File: config.mk
export PLATFORM = sky130hd
export DESIGN_NAME = uart_tx_fifo_flat
export DESIGN_NICKNAME = d
export VERILOG_FILES = /design/src/rtl/uart_pkg.sv /design/src/rtl/uart_tx_fifo_if.sv /design/src/rtl/sync_fifo.sv /design/src/rtl/uart_tx_fifo.sv /design/src/flat_wrapper.sv
export SDC_FILE = /design/constraint.sdc
export NUM_CORES = 1
export LEC_CHECK = 0
export ABC_AREA = 0
export ABC_CLOCK_PERIOD_IN_PS = 2300
export CORE_UTILIZATION = 53
export CTS_CLUSTER_DIAMETER = 30
export DETAILED_ROUTE_END_ITERATION = 8
export GPL_ROUTABILITY_DRIVEN = 0
export PLACE_DENSITY = 0.83
export SETUP_SLACK_MARGIN = 0.5
export SKIP_CTS_REPAIR_TIMING = 1
export SYNTH_ARGS = -nofsm -noshare
export SYNTH_HDL_FRONTEND = slang
export SYNTH_SLANG_ARGS = --single-unit
File: constraint.sdc
create_clock -name clk -period 2.3 [get_ports clk]
set_input_delay 0.23 -clock clk [delete_from_list [all_inputs] [get_ports clk]]
set_output_delay 0.23 -clock clk [all_outputs]
set_load 0.1 [all_outputs]
File: src/rtl/uart_pkg.sv
// rtl/uart_pkg.sv - shared encodings, FSM states and baud helpers for the UART TX
package uart_pkg;

  localparam int PAR_NONE = 0;
  localparam int PAR_ODD  = 1;
  localparam int PAR_EVEN = 2;

  typedef enum logic [2:0] {
    IDLE,
    START,
    DATA,
    PAR,
    STOP
  } tx_state_e;

  function automatic int clks_per_bit(input int clk_freq, input int baud_rate);
    return clk_freq / baud_rate;
  endfunction

  // Narrowest counter that still reaches clks_per_bit-1; never below one bit.
  function automatic int baud_cnt_width(input int cpb);
    return (cpb <= 2) ? 1 : $clog2(cpb);
  endfunction

endpackage

File: src/rtl/uart_tx_fifo_if.sv
// rtl/uart_tx_fifo_if.sv - host write handshake into the UART transmit queue
interface uart_tx_fifo_if #(
  parameter int DATA_BITS = 8
);

  logic [DATA_BITS-1:0] wr_data;
  logic                 wr_valid;
  logic                 wr_ready;

  modport master (
    output wr_data,
    output wr_valid,
    input  wr_ready
  );

  modport slave (
    input  wr_data,
    input  wr_valid,
    output wr_ready
  );

endinterface

File: src/rtl/sync_fifo.sv
// rtl/sync_fifo.sv - single-clock FIFO with the head word visible combinationally
module sync_fifo #(
  parameter int WIDTH = 8,
  parameter int DEPTH = 4
) (
  input  logic                     clk,
  input  logic                     reset,
  input  logic                     push,
  input  logic [WIDTH-1:0]         push_data,
  input  logic                     pop,
  output logic [WIDTH-1:0]         head_data,
  output logic                     full,
  output logic                     empty,
  output logic [$clog2(DEPTH):0]   count
);

  localparam int AW = $clog2(DEPTH);
  localparam logic [AW:0] FULL_COUNT = (AW+1)'(DEPTH);

  logic [WIDTH-1:0] mem [DEPTH];
  logic [AW-1:0]    wr_ptr;
  logic [AW-1:0]    rd_ptr;
  logic             push_ok;
  logic             pop_ok;

  // Pushes are refused when full even if a pop lands in the same cycle.
  assign push_ok   = push && !full;
  assign pop_ok    = pop && !empty;
  assign full      = (count == FULL_COUNT);
  assign empty     = (count == '0);
  assign head_data = mem[rd_ptr];

  // Storage array; contents are don't-care until written, so no reset.
  always_ff @(posedge clk) begin
    if (push_ok) begin
      mem[wr_ptr] <= push_data;
    end
  end

  // Pointers and occupancy; push+pop together leaves count unchanged.
  always_ff @(posedge clk) begin
    if (reset) begin
      wr_ptr <= '0;
      rd_ptr <= '0;
      count  <= '0;
    end else begin
      if (push_ok) wr_ptr <= wr_ptr + 1'b1;
      if (pop_ok)  rd_ptr <= rd_ptr + 1'b1;
      case ({push_ok, pop_ok})
        2'b10:   count <= count + 1'b1;
        2'b01:   count <= count - 1'b1;
        default: count <= count;
      endcase
    end
  end

endmodule

File: src/rtl/uart_tx_fifo.sv
// rtl/uart_tx_fifo.sv - queued UART transmitter sending frames back-to-back
module uart_tx_fifo
  import uart_pkg::*;
#(
  parameter int CLK_FREQ   = 50000000,
  parameter int BAUD_RATE  = 9600,
  parameter int DATA_BITS  = 8,
  parameter int PARITY     = 0,
  parameter int STOP_BITS  = 1,
  parameter int FIFO_DEPTH = 4
) (
  input  logic                          clk,
  input  logic                          reset,
  uart_tx_fifo_if.slave                 wr,
  output logic                          tx_line,
  output logic                          tx_busy,
  output logic                          tx_done,
  output logic [$clog2(FIFO_DEPTH):0]   fifo_count
);

  localparam int CPB = clks_per_bit(CLK_FREQ, BAUD_RATE);
  localparam int CW  = baud_cnt_width(CPB);
  localparam int BW  = $clog2(DATA_BITS);
  localparam logic [CW-1:0] CNT_LAST = CW'(CPB - 1);
  localparam logic [BW-1:0] BIT_LAST = BW'(DATA_BITS - 1);

  tx_state_e            state_q, state_d;
  logic [CW-1:0]        baud_cnt_q, baud_cnt_d;
  logic [BW-1:0]        bit_idx_q, bit_idx_d;
  logic                 stop_idx_q, stop_idx_d;
  logic [DATA_BITS-1:0] shift_q, shift_d;
  logic                 par_q, par_d;
  logic                 line_q, line_d;
  logic                 busy_q, busy_d;
  logic                 done_q, done_d;

  logic                 fifo_pop;
  logic                 fifo_full;
  logic                 fifo_empty;
  logic [DATA_BITS-1:0] fifo_head;
  logic                 bit_end;

  sync_fifo #(
    .WIDTH (DATA_BITS),
    .DEPTH (FIFO_DEPTH)
  ) u_fifo (
    .clk       (clk),
    .reset     (reset),
    .push      (wr.wr_valid),
    .push_data (wr.wr_data),
    .pop       (fifo_pop),
    .head_data (fifo_head),
    .full      (fifo_full),
    .empty     (fifo_empty),
    .count     (fifo_count)
  );

  assign wr.wr_ready = !fifo_full;
  assign tx_line     = line_q;
  assign tx_busy     = busy_q;
  assign tx_done     = done_q;
  assign bit_end     = (baud_cnt_q == CNT_LAST);

  // State and datapath registers; every output is registered so the line never glitches.
  always_ff @(posedge clk) begin
    if (reset) begin
      state_q    <= IDLE;
      baud_cnt_q <= '0;
      bit_idx_q  <= '0;
      stop_idx_q <= 1'b0;
      shift_q    <= '0;
      par_q      <= 1'b0;
      line_q     <= 1'b1;
      busy_q     <= 1'b0;
      done_q     <= 1'b0;
    end else begin
      state_q    <= state_d;
      baud_cnt_q <= baud_cnt_d;
      bit_idx_q  <= bit_idx_d;
      stop_idx_q <= stop_idx_d;
      shift_q    <= shift_d;
      par_q      <= par_d;
      line_q     <= line_d;
      busy_q     <= busy_d;
      done_q     <= done_d;
    end
  end

  // Frame sequencing; a pop from IDLE or the final stop period starts the next frame at once.
  always_comb begin
    state_d    = state_q;
    baud_cnt_d = baud_cnt_q;
    bit_idx_d  = bit_idx_q;
    stop_idx_d = stop_idx_q;
    shift_d    = shift_q;
    par_d      = par_q;
    line_d     = line_q;
    busy_d     = busy_q;
    done_d     = 1'b0;
    fifo_pop   = 1'b0;

    case (state_q)
      IDLE: begin
        line_d     = 1'b1;
        busy_d     = 1'b0;
        baud_cnt_d = '0;
        if (!fifo_empty) fifo_pop = 1'b1;
      end
      START: begin
        if (bit_end) begin
          baud_cnt_d = '0;
          bit_idx_d  = '0;
          state_d    = DATA;
          line_d     = shift_q[0];
        end else begin
          baud_cnt_d = baud_cnt_q + 1'b1;
        end
      end
      DATA: begin
        if (bit_end) begin
          baud_cnt_d = '0;
          if (bit_idx_q == BIT_LAST) begin
            if (PARITY != PAR_NONE) begin
              state_d = PAR;
              line_d  = par_q;
            end else begin
              state_d    = STOP;
              stop_idx_d = 1'b0;
              line_d     = 1'b1;
            end
          end else begin
            bit_idx_d = bit_idx_q + 1'b1;
            shift_d   = shift_q >> 1;
            line_d    = shift_q[1];
          end
        end else begin
          baud_cnt_d = baud_cnt_q + 1'b1;
        end
      end
      PAR: begin
        if (bit_end) begin
          baud_cnt_d = '0;
          state_d    = STOP;
          stop_idx_d = 1'b0;
          line_d     = 1'b1;
        end else begin
          baud_cnt_d = baud_cnt_q + 1'b1;
        end
      end
      STOP: begin
        if (bit_end) begin
          baud_cnt_d = '0;
          if ((STOP_BITS == 2) && (stop_idx_q == 1'b0)) begin
            stop_idx_d = 1'b1;
          end else begin
            done_d = 1'b1;
            if (!fifo_empty) begin
              fifo_pop = 1'b1;
            end else begin
              state_d = IDLE;
              line_d  = 1'b1;
              busy_d  = 1'b0;
            end
          end
        end else begin
          baud_cnt_d = baud_cnt_q + 1'b1;
        end
      end
      default: begin
        state_d = IDLE;
        line_d  = 1'b1;
        busy_d  = 1'b0;
      end
    endcase

    // Capture the head word and its parity here so later writes cannot disturb the frame.
    if (fifo_pop) begin
      shift_d    = fifo_head;
      par_d      = (^fifo_head) ^ (PARITY == PAR_ODD);
      baud_cnt_d = '0;
      state_d    = START;
      line_d     = 1'b0;
      busy_d     = 1'b1;
    end
  end

endmodule

File: src/flat_wrapper.sv
// flat-port wrapper written by rule: the top's interface ports become plain ports
module uart_tx_fifo_flat import uart_pkg::*;
#(
  parameter int CLK_FREQ   = 50000000,
  parameter int BAUD_RATE  = 9600,
  parameter int DATA_BITS  = 8,
  parameter int PARITY     = 0,
  parameter int STOP_BITS  = 1,
  parameter int FIFO_DEPTH = 4
)
  (clk, reset, tx_line, tx_busy, tx_done, fifo_count, wr_wr_data, wr_wr_valid, wr_wr_ready);
  uart_tx_fifo_if #(.DATA_BITS(DATA_BITS)) wr_i ();
  input  logic clk;
  input  logic reset;
  output logic tx_line;
  output logic tx_busy;
  output logic tx_done;
  output logic [$clog2(FIFO_DEPTH):0] fifo_count;
  input wire logic [$bits(wr_i.wr_data)-1:0] wr_wr_data;
  input wire logic [$bits(wr_i.wr_valid)-1:0] wr_wr_valid;
  output wire logic [$bits(wr_i.wr_ready)-1:0] wr_wr_ready;
  assign wr_i.wr_data = wr_wr_data;
  assign wr_i.wr_valid = wr_wr_valid;
  assign wr_wr_ready = wr_i.wr_ready;
  uart_tx_fifo #(.CLK_FREQ(CLK_FREQ), .BAUD_RATE(BAUD_RATE), .DATA_BITS(DATA_BITS), .PARITY(PARITY), .STOP_BITS(STOP_BITS), .FIFO_DEPTH(FIFO_DEPTH)) u_core (.clk(clk), .reset(reset), .wr(wr_i), .tx_line(tx_line), .tx_busy(tx_busy), .tx_done(tx_done), .fifo_count(fifo_count));
endmodule
-- Yosys cells after proc, flatten, opt, wreduce, memory -nomap -nowiden
Memory sizes are Yosys's and may differ from the RTL's. A register that Yosys moved wholly into a read port is not among the register bits.
Index checks and enable logic that the tools add are counted.
- bits in registers: 37
- bits in writable memories: 32
- logic and storage cells: 105
- memories kept: 1
- add/sub/neg operators: 6
- eq/ne operators: 25
- multiplexer cells: 39
- bitwise logic cells: 2
- reduce and logical (&&, ||, !) cells: 21
- memory list (memory ; words ; bits a word ; read ports ; clocked after Yosys merged registers in ; write ports ; line ; RTL):
    u_core.u_fifo.mem ; 4 ; 8 ; 1 ; 1 ; 1 ; sync_fifo.sv:20 ; logic [WIDTH-1:0] mem [DEPTH];
- operators with widths (operator ; number):
    $mux 8 ; 4
    $mux 3 ; 9
    $pmux 13 s2 ; 1
    $ne 3x2->1 const B ; 6
    $mux 1 ; 16
    $pmux 3 s5 ; 1
    $ne 2x1->1 const B ; 7
    $reduce_and 7->1 ; 2
    $add 13x1->13 const B ; 1
    $eq 13x13->1 const B ; 1
    $mux 13 ; 1
    $pmux 3 s2 ; 2
    $reduce_bool 2->1 ; 5
    $eq 3x3->1 const B ; 3
    $add 3x1->3 const B ; 2
    $eq 3x2->1 const B ; 2
    $logic_not 3->1 ; 2
    $ne 2x2->1 const B ; 3
    $reduce_and 3->1 ; 2
    $reduce_and 5->1 ; 1
    $add 2x1->2 const B ; 2
    $mux 2 ; 2
    $pmux 1 s2 ; 2
    $pmux 1 s4 ; 1
    11 further kinds ; 15

-- Logic depth before layout (Yosys ltp)
- depth in word-level cells: 7
- depth in mapped cells: 11
- gate-level depth less buffers: 11

-- By module
A second synthesis with hierarchy kept.
- cell total of the unflattened synthesis: 283
- area, all modules: 3298.2 um^2
- by module, submodules not included (module ; instances ; cells each ; area each (um^2) ; sequential area each (um^2)):
    uart_tx_fifo ; 1 ; 187 ; 1667.8 ; 600.6
    sync_fifo ; 1 ; 96 ; 1630.3 ; 1141.1

-- Worst setup path after synthesis
No wires, ideal clock.
- path kind: register to register
- from: register u_core.u_fifo.count[2]
- to: register u_core.u_fifo.count[2]
- setup time: 70 ps
- arrival: 3843 ps
- data required time: 2230 ps
- slack: -1613 ps
- stages on the path, launching flop included: 10
- path buffers: 0
- clock period less this slack: 3913 ps
- cell sequence: dfxtp_1 -> nand3_1 -> and2_1 -> inv_1 -> ha_1 -> inv_1 -> fa_1 -> xor2_1 -> or3_1 -> a21oi_1
- elaborated cells between the ends (all ways): 15
- classes of those cells: add/sub (2); eq/ne (3); mux (4); reduce/logical (6)
- RTL lines (element ; line ; RTL):
    start: declaration ; sync_fifo.sv:14 ; output logic [$clog2(DEPTH):0] count
    start signal: assignment ; sync_fifo.sv:50 ; 2'b10: count <= count + 1'b1;
    start signal: assignment ; sync_fifo.sv:51 ; 2'b01: count <= count - 1'b1;
    start signal: assignment ; sync_fifo.sv:52 ; default: count <= count;
    $eq 3x3->1 (*) ; sync_fifo.sv:29 ; assign full = (count == FULL_COUNT);
    $logic_not 1->1 (*) ; - ;
    via wr_wr_ready ; flat_wrapper.sv:21 ; output wire logic [$bits(wr_i.wr_ready)-1:0] wr_wr_ready;
    $logic_and 1x1->1 (*) ; sync_fifo.sv:27 ; assign push_ok = push && !full;
    $eq 2x1->1 or $eq 2x2->1 (tied branches) ; sync_fifo.sv:49 ; case ({push_ok, pop_ok})
    $pmux 3 s2 or $reduce_bool 2->1 (tied branches) ; - ;
The timed path passes the listed nets; every way through them passes the cells marked *.
A chain may end at the register's enable or synchronous reset.

-- Final worst setup path
- from: register u_core.baud_cnt_q[0]
- to: register u_core.u_fifo.count[2]
- cells in the longest elaborated chain, start to end: 6
- elaborated cells between the ends (all ways): 8
- classes of those cells: eq/ne (3); mux (3); reduce/logical (2)
- RTL lines (element ; line ; RTL):
    start: declaration ; uart_tx_fifo.sv:28 ; logic [CW-1:0] baud_cnt_q, baud_cnt_d;
    start signal: assignment ; uart_tx_fifo.sv:78 ; baud_cnt_q <= baud_cnt_d;
    $eq 13x13->1 (*) ; uart_tx_fifo.sv:62 ; assign bit_end = (baud_cnt_q == CNT_LAST);
    $mux 1 (*) ; uart_tx_fifo.sv:151 ; if (bit_end) begin
    $pmux 1 s2 (*) ; uart_tx_fifo.sv:102 ; case (state_q)
    $logic_and 1x1->1 (*) ; sync_fifo.sv:28 ; assign pop_ok = pop && !empty;
    via u_core.u_fifo.pop_ok ; sync_fifo.sv:24 ; logic pop_ok;
    $eq 2x1->1 or $eq 2x2->1 (tied branches) ; sync_fifo.sv:49 ;
    $pmux 3 s2 or $reduce_bool 2->1 (tied branches) ; - ;
Marks and branches as above.

==> impl_metrics.py <==
metrics = {
    "clock_tree": {
        "tritoncts": "yes",
        "clk_latency_ns": 0.35,
        "htree_levels": 3,
        "clockRootBuffer": "clkbuf_8",
        "cts.path.max_buffers": 2,
        "clkTransAtPathRegs_ns": 0.07,
        "cts_buffers": 9,
        "cts_sinks": 71,
    },
    "floorplan": {
        "start_util": 0.561,
        "num_rows": 27,
        "dieArea_um2": 6250,
        "pin_count": 18,
        "die_y_um": 79.0,
        "coreArea_um2": 5610,
        "die_w_um": 79.0,
    },
    "critical_path": {
        "cp-end-kind": "flip-flop",
        "slowest_delay_ns": 0.36,
        "worstSetupPathType": "flip-flop to flip-flop",
        "crit_slowest_cell": "dfxtp_2",
        "crit_path_start_kind": "flip-flop",
        "path_cells": "ha_4, and4_1, nand3_2, a21o_1, inv_2, ha_4, inv_2, fa_2, xor2_1, or3_1, a21oi_2",
        "critical_path.top_delay_family": "simple AND/OR/NAND/NOR gates",
        "reg2reg_depth": 11,
        "cp.required_ns": 2.58,
        "arrival_ns": 2.49,
        "cp_max_fo": 2,
        "path_depth": 11,
        "crit_buf_inv": 2,
    },
    "power": {
        "power_frac_seq": 0.439,
        "leakagePower_nw": 1.34,
        "power.switching_mw": 1.42,
        "internal_power_mw": 2.43,
        "clkPwrFrac": 0.216,
        "p_comb_frac": 0.345,
        "power.total_mw": 3.85,
        "p_per_area_nw_per_um2": 1000,
        "ir_worst_vdd_mv": 0.733,
        "sw_frac_of_total": 0.368,
    },
    "place": {
        "io_buffer_count": 17,
        "dp_hpwl_um": 4180,
        "preCtsSetupSlack_ns": 0.0677,
    },
    "detailed_routing": {
        "drt_iter0_drc": 149,
        "wl_um": 6000,
        "avgViaCountPerCell": 5.95,
        "via_count": 2325,
        "wl_per_cell_um": 15.3,
        "drt-pass1-iter-count": 4,
        "drc": 0,
        "postRouteAntennaNets": 0,
    },
    "final_layout": {
        "syn_to_final_growth_pct": 22.2,
        "final_cell_mix": "33 x buf_4, 32 x edfxtp_1, 31 x dfxtp_1",
        "final_nets": 335,
        "final_common_cell": "buf_4",
        "fillCellCount": 414,
        "drive_gt1_frac": 0.301,
        "post-route-util": 0.685,
        "diodes": 0,
    },
    "grt": {
        "busiest_layer": "met2",
        "grt_pass1_wl_um": 9640,
        "met2_usage": 0.341,
        "grt_pass1_vias": 2132,
        "gr-usage-all-layers": 0.206,
        "overflow": 0,
        "antenna_found_initial": 0,
        "use_met1": 0.241,
        "grt_util_met3": 0.0667,
        "grt_start_max_net_pins": 27,
    },
    "timing": {
        "setup_violations": 0,
        "tns_ns": 0,
        "hold_slack_ns": 0.476,
        "fmax_mhz": 453,
        "slew_violations": 0,
        "finalHoldViolCount": 0,
        "rsz0062_at_grt": "yes",
        "tightest_slew_ns": 0.564,
        "maxSlewHeadroom": 0.623,
        "clock_skew_ns": 0.00550,
        "min_period_ns": 2.21,
        "setup_slack_ns": 0.0943,
        "fin_crit_sh": 0.959,
    },
    "synth": {
        "yosysSeqAreaShare": 0.554,
        "post_synth_instance_area_um2": 3150,
        "syn-num-nets": 297,
        "avgSynthCellArea_um2": 11.4,
        "synthCells": 277,
        "synthXorXnorAreaFrac": 0.0163,
        "yosysWarningCount": 0,
        "synthMuxAreaShare": 0.0605,
        "synth_compound_area_frac": 0.123,
        "synth_ff_type": "dfxtp_1",
        "synthAdderAreaFrac": 0.0382,
        "synth-simple-area-share": 0.166,
        "synth_seq_cells": 71,
        "synthArstFlopShare": 0,
        "ys_types": 51,
        "synth_top_family_by_area": "simple AND/OR/NAND/NOR gates",
        "synth_edf_count": 32,
    },
    "hold_path": {
        "hold_depth": 2,
        "hp-class": "flip-flop to flip-flop",
    },
    "status": {
        "status": "finished, final reports clean",
    },
    "run": {
        "cap_violations": 0,
    },
}
[cells by family after synthesis]
group                    after synthesis
AO/OA/AOI/OAI                         57
multiplexers                           9
flip-flops                            71
buffers and inverters                 27
AND/OR/NAND/NOR                       99
XOR/XNOR                               5
adder cells (fa/ha/maj)                9
[flip-flops by register name, summed over array words and instances (netlist names), named ones only]
register,flops
u_core.bit_idx_q,3
u_core.state_q,3
u_core.u_fifo.rd_ptr,2
u_core.u_fifo.wr_ptr,2
u_core.baud_cnt_q,13
u_core.u_fifo.count,3
u_core.tx_done,1
u_core.tx_line,1
u_core.u_fifo.mem,32
u_core.shift_q,8
u_core.tx_busy,1
[per-layer routing]
| layer | share of wire | vias to the layer above | wire (um) |
|---|---|---|---|
| li1 | - | 1117 | - |
| met1 | 0.41 | 1109 | 2450 |
| met2 | 0.51 | 83 | 3030 |
| met3 | 0.058 | 16 | 347 |
| met4 | 0.027 | 0 | 163 |
| met5 | 0 | - | 0 |
[worst reg2reg max path: stages (launching register included)]
cell     delay (ns)
dfxtp_2        0.36
ha_4           0.13
and4_1         0.18
nand3_2        0.09
a21o_1         0.21
inv_2          0.07
ha_4           0.13
inv_2          0.03
fa_2           0.32
xor2_1         0.15
or3_1          0.33
a21oi_2        0.12
[cell usage after synthesis, drive strengths merged, types with 3 or more instances]
cell	number	area share
and2	3	0.0060
a21oi	19	0.031
a311oi	10	0.028
nor4bb	3	0.0095
and4	4	0.011
inv	8	0.0095
nor3	7	0.011
buf	8	0.019
nor2	18	0.021
mux4	8	0.057
and3	6	0.012
a41oi	3	0.0084
clkbuf	11	0.014
or2	3	0.0060
a22oi	4	0.0095
dfxtp	39	0.25
o21ai	6	0.0095
xnor2	3	0.011
edfxtp	32	0.31
ha	8	0.032
a31oi	5	0.0099
nand2b	3	0.0060
nand3	13	0.021
nand2	26	0.031
[worst paths after layout]
check | end | slack, ns | from
setup / recovery | u_core.u_fifo.count[2] | 0.09 | u_core.baud_cnt_q[0]
hold / removal | u_core.shift_q[0] | 0.48 | u_core.shift_q[0]
setup reg to reg | u_core.u_fifo.count[2] | 0.09 | u_core.baud_cnt_q[0]
hold reg to reg | u_core.shift_q[0] | 0.48 | u_core.shift_q[0]
[cell type report]
| type | count | area (um2) | share of cell area |
|---|---|---|---|
| sequential | 71 | 1760 | 0.458 |
| clock inverter | 6 | 37.5 | 0.00977 |
| timing repair buffer | 46 | 382 | 0.0993 |
| tap | 72 | 90.1 | 0.0234 |
| clock buffer | 9 | 124 | 0.0322 |
| multi-input combinational | 179 | 1420 | 0.369 |
| inverter | 8 | 32.5 | 0.00847 |
[power groups by stage]
stage / Sequential (mW) / Clock [mW] / Combinational, mW
floorplan: 1.84 / 0 / 0.838
global placement: 1.69 / 0 / 1.23
detailed placement: 1.70 / 0 / 1.26
CTS: 1.68 / 0.852 / 1.27
global route: 1.72 / 0.901 / 1.45
finish: 1.69 / 0.830 / 1.33
[through the flow]
step / std cells / cell area [um2]
after global placement: 369 / 3520
after detailed placement: 369 / 3520
after global routing: 391 / 3840
after CTS: 384 / 3690
final: 391 / 3840
after floorplan: 277 / 3220
Note: power is estimated with default switching activity, not from simulation.
